### src/rtl/step_clock_controller.sv
// Clock-enable generator for procesadorArm: free-run, or one debounced button press
// produces exactly one burst of STEP_CYCLES enables.
module step_clock_controller #(
   parameter int SYNC_STAGES     = 2,
   parameter int DEBOUNCE_CYCLES = 4,
   parameter int STEP_CYCLES     = 6,
   parameter int CNT_W           = 32
) (
   input  logic             clk,
   input  logic             rst,
   input  logic             clk_select,
   input  logic             clk_step,
   output logic             cpu_en,
   output logic             busy,
   output logic [CNT_W-1:0] cycle_count,
   output logic [15:0]      step_count
);

   localparam int DW = $clog2(DEBOUNCE_CYCLES + 1);
   localparam int BW = $clog2(STEP_CYCLES + 1);
   localparam logic [DW-1:0] DEB_MAX    = DW'(DEBOUNCE_CYCLES);
   localparam logic [DW-1:0] DEB_LAST   = DW'(DEBOUNCE_CYCLES - 1);
   localparam logic [BW-1:0] BURST_LAST = BW'(STEP_CYCLES - 1);

   typedef enum logic [1:0] {
      IDLE,
      DEBOUNCE_PRESS,
      BURST,
      WAIT_RELEASE
   } state_t;

   state_t                 state, state_n;
   logic [DW-1:0]          dcnt, dcnt_n;
   logic [BW-1:0]          bcnt, bcnt_n;
   logic                   cpu_en_n;
   logic                   start_burst;
   logic                   sel_d;
   logic [SYNC_STAGES-1:0] step_sync;
   logic [SYNC_STAGES-1:0] sel_sync;
   logic                   step_s;
   logic                   sel_s;

   // Select resets to 1 so the core stays halted until the switch is really seen low.
   always_ff @(posedge clk or negedge rst) begin
      if (!rst) begin
         step_sync <= '0;
         sel_sync  <= '1;
      end else begin
         step_sync <= {step_sync[SYNC_STAGES-2:0], clk_step};
         sel_sync  <= {sel_sync[SYNC_STAGES-2:0], clk_select};
      end
   end

   assign step_s = step_sync[SYNC_STAGES-1];
   assign sel_s  = sel_sync[SYNC_STAGES-1];

   always_ff @(posedge clk or negedge rst) begin
      if (!rst) begin
         state       <= IDLE;
         dcnt        <= '0;
         bcnt        <= '0;
         cpu_en      <= 1'b0;
         sel_d       <= 1'b1;
         cycle_count <= '0;
         step_count  <= '0;
      end else begin
         state  <= state_n;
         dcnt   <= dcnt_n;
         bcnt   <= bcnt_n;
         cpu_en <= cpu_en_n;
         sel_d  <= sel_s;
         if (cpu_en) begin
            cycle_count <= cycle_count + CNT_W'(1);
         end
         if (start_burst) begin
            step_count <= step_count + 16'd1;
         end
      end
   end

   // Entering step mode with the button already down parks in WAIT_RELEASE so it cannot fire.
   always_comb begin
      state_n     = state;
      dcnt_n      = dcnt;
      bcnt_n      = bcnt;
      start_burst = 1'b0;
      if (!sel_s) begin
         state_n = IDLE;
         dcnt_n  = '0;
         bcnt_n  = '0;
      end else if (!sel_d) begin
         state_n = step_s ? WAIT_RELEASE : IDLE;
         dcnt_n  = '0;
         bcnt_n  = '0;
      end else begin
         case (state)
            IDLE: begin
               if (step_s) begin
                  state_n = DEBOUNCE_PRESS;
                  dcnt_n  = DW'(1);
               end
            end
            DEBOUNCE_PRESS: begin
               if (!step_s) begin
                  state_n = IDLE;
                  dcnt_n  = '0;
               end else if (dcnt == DEB_MAX) begin
                  state_n     = BURST;
                  dcnt_n      = '0;
                  bcnt_n      = '0;
                  start_burst = 1'b1;
               end else begin
                  dcnt_n = dcnt + DW'(1);
               end
            end
            BURST: begin
               if (bcnt == BURST_LAST) begin
                  state_n = WAIT_RELEASE;
                  bcnt_n  = '0;
                  dcnt_n  = '0;
               end else begin
                  bcnt_n = bcnt + BW'(1);
               end
            end
            WAIT_RELEASE: begin
               if (step_s) begin
                  dcnt_n = '0;
               end else if (dcnt == DEB_LAST) begin
                  state_n = IDLE;
                  dcnt_n  = '0;
               end else begin
                  dcnt_n = dcnt + DW'(1);
               end
            end
            default: begin
               state_n = IDLE;
               dcnt_n  = '0;
               bcnt_n  = '0;
            end
         endcase
      end
   end

   assign cpu_en_n = !sel_s || (state_n == BURST);
   assign busy     = (state == DEBOUNCE_PRESS) || (state == BURST);

endmodule

### config.mk
export PLATFORM = sky130hd
export DESIGN_NAME = step_clock_controller
export DESIGN_NICKNAME = d
export VERILOG_FILES = /design/src/rtl/step_clock_controller.sv
export SDC_FILE = /design/constraint.sdc
export NUM_CORES = 1
export LEC_CHECK = 0
export CAP_MARGIN = 10
export CORE_MARGIN = 4
export CORE_UTILIZATION = 39
export CTS_CLUSTER_SIZE = 25
export DETAILED_ROUTE_END_ITERATION = 10
export GPL_TIMING_DRIVEN = 0
export HOLD_SLACK_MARGIN = 0.06
export SLEW_MARGIN = 0
export SYNTH_ARGS = -nofsm -noshare
export SYNTH_HDL_FRONTEND = slang
export SYNTH_SLANG_ARGS = --single-unit
### constraint.sdc
create_clock -name clk -period 2.1 [get_ports clk]
set_input_delay 0.315 -clock clk [delete_from_list [all_inputs] [get_ports clk]]
set_output_delay 0.315 -clock clk [all_outputs]
set_load 0.02 [all_outputs]
==> flow_summary.ini <==
[outcome]
status = complete, no violations

[route]
dr.pass1.iters = 4
wl_per_cell_um = 13.5
drc = 0
via_per_inst = 4.96
vias = 2117
detail-route-antenna-nets = 0
drt_iter0_drc = 65
wl_um = 5760

[synthesis]
synth_area_um2 = 3000
synth_edf_count = 0
ys_seq_area_frac = 0.518
synth.avg_cell_area_um2 = 11.6
synth_seq_cells = 62
synth_async_sr_flop_share = 1.00
synthFlopType = dfrtp_1
synth_cells = 260
ys_warn_count = 0
syn_nets = 275
synth_cell_type_count = 41

[placed_design]
place_area_um2 = 3660
portBuffers = 53
dpl.hpwl_um = 4110
gp_congestion = 0.799
placed_cells = 412

[global_route]
grt_overflow = 0
grt_antenna_before_repair = 0
first_global_vias = 2138
grt_util_all_layers = 0.141
grt_pass1_wl_um = 10100
grt_start_max_net_pins = 63

[setup_path]
worstReg2RegStart = state[1]
arrival_ns = 2.17
critPathCaptureType = register
worst_ep_required_time_ns = 2.34
path_class = register to register
worstPathCellList = inv_1 > ha_1 > nand4_1 > and2_1 > o31a_1 > o31ai_1
cpMaxStageDelayCell = dfrtp_1
r2r-end = cpu_en
r2r_cells = 6
critPathBufInv = 1
start_kind = register
r2r_setup_slack_ns = 0.17
critical-path-max-stage-delay_ns = 0.41
cp_top_family = simple AND/OR/NAND/NOR gates
cp_max_fo = 5

[power]
seqPwrFrac = 0.496
ir_worst_vdd_v = 0.000416
power_w = 0.00283
swShare = 0.297
p_leak_nw = 1.65
netSwitchingPower_w = 0.000841
p_int_w = 0.00199
power-per-cell-area_nw_per_um2 = 738
clkPwrFrac = 0.327
power_frac_comb = 0.177

[timing]
hold_violations = 0
max_clock_freq_ghz = 0.518
fin_crit_ns = 1.93
rsz0062_at_grt = false
skew_ns = 0.00979
setup_violations = 0
worst_pin_slew_ns = 0.765
min_period_over_period = 0.919
slew_headroom = 0.490
drv_slew = 0

[clocking]
cts_setup_buffers = 0
cts_buffers = 9
clock_latency_ns = 0.33
cts_tree = yes
cts-root-buf = clkbuf_8
cts.path.max_buffers = 2
holdBufCountCts = 0
htree_levels = 3
clkSinkCount = 62
cts.reportedPaths.clkPinSlew_ns = 0.07

[finish]
drive_gt1_frac = 0.110
area_growth_pct = 27.6
final_common_cell = dfrtp_1
final_cell_area_um2 = 3830
final_cell_mix = 59 x dfrtp_1, 51 x clkdlybuf4s50_1, 37 x xnor2_1
fin_cells = 427
diodes = 0
nets = 339

[floorplan]
pin_count = 54
start_util = 0.408
row_count = 31
dieArea_um2 = 9170
die_w_um = 95.8
core_region_area_um2 = 7370
die_h_um = 95.8

[min_path]
hold_class = input pin to async pin

[run]
drv_cap = 0
flip-flops by register name, summed over array words and instances, names as in the netlist:
signal,cells
state,2
sel_d,1
cycle_count,32
step_sync,2
dcnt,3
bcnt,3
sel_sync,2
step_count,16
cpu_en,1
logic make-up (layout without fill, tap and decap cells):
logic type,count (synthesis),after routing,share of synthesized area
and+or+nand+nor,106,106,0.221
DFF,62,62,0.518
xor gates and xnor gates,46,46,0.134
AOI/OAI and AO/OA,15,15,0.0392
buffers and inverters,14,82,0.0212
adders and majority gates,11,11,0.0458
muxes,6,6,0.0212
metrics by stage:
step / setup slack [ns] / utilization / hold slack (ns) / TNS, ns
global placement: -1.36 / 0.496 / 0.335 / -81.77
global route: 0.0159 / 0.520 / 0.114 / 0
finish: 0.171 / 0.520 / 0.0517 / 0
detailed placement: 0.0228 / 0.496 / 0.338 / 0
floorplan: 0.408 / - / 0.0194 / 0
CTS: 0.00174 / 0.520 / 0.0745 / 0
power groups by stage:
| stage | Clock, W | Combinational, W | Sequential (W) |
|---|---|---|---|
| floorplan | 0 | 0.000213 | 0.00149 |
| global placement | 0 | 0.000508 | 0.00142 |
| detailed placement | 0 | 0.000518 | 0.00142 |
| CTS | 0.000964 | 0.000514 | 0.00140 |
| global route | 0.00101 | 0.000556 | 0.00142 |
| finish | 0.000926 | 0.000502 | 0.00140 |
synthesized netlist by cell type, drive strengths merged (4+ instances only):
master | n | share of area
nor4 | 5 | 0.025
nor3 | 6 | 0.013
ha | 11 | 0.046
xnor2 | 37 | 0.11
nor2 | 12 | 0.016
dfrtp | 59 | 0.49
inv | 10 | 0.012
nand4 | 21 | 0.054
and3 | 9 | 0.019
nand3 | 17 | 0.028
xor2 | 9 | 0.026
nor2b | 4 | 0.0083
buf | 4 | 0.0087
nand2 | 19 | 0.024
worst max path at each step:
| stage | startpoint | endpoint | slack [ns] | depth (start not counted) |
|---|---|---|---|---|
| 5_1_grt | state[1] | step_count[8] | 0.02 | 6 |
| 3_5_place_dp | state[1] | step_count[9] | 0.02 | 6 |
| 6_report | state[1] | cpu_en | 0.17 | 6 |
| 3_3_place_gp | rst | step_count[8] | -1.36 | 1 |
| 2_1_floorplan | state[1] | step_count[9] | 0.41 | 6 |
| 4_1_cts | state[1] | step_count[9] | 0.002 | 6 |
area by class of cell:
type | count | area, um^2
fillers | 683 | 3540
flip-flops and latches | 62 | 1560
multi-input cells | 184 | 1390
repair buffers | 53 | 527
clock buffers | 11 | 151
well taps | 99 | 124
inverters | 10 | 37.5
plain buffers | 4 | 26.3
clock inverters | 4 | 22.5
routing by layer:
layer	share of wire	vias to the layer above	GRT usage
met5	0	-	0
met4	0.021	0	0.0557
met3	0.054	11	0.0516
met2	0.46	46	0.225
met1	0.46	1009	0.174
li1	-	1051	-
what timing repair did:
item,CTS,global route
setup endpoints to repair,1,5
gates resized for setup,1,1
pin swaps,0,0
Power figures use the tool's default switching activity.
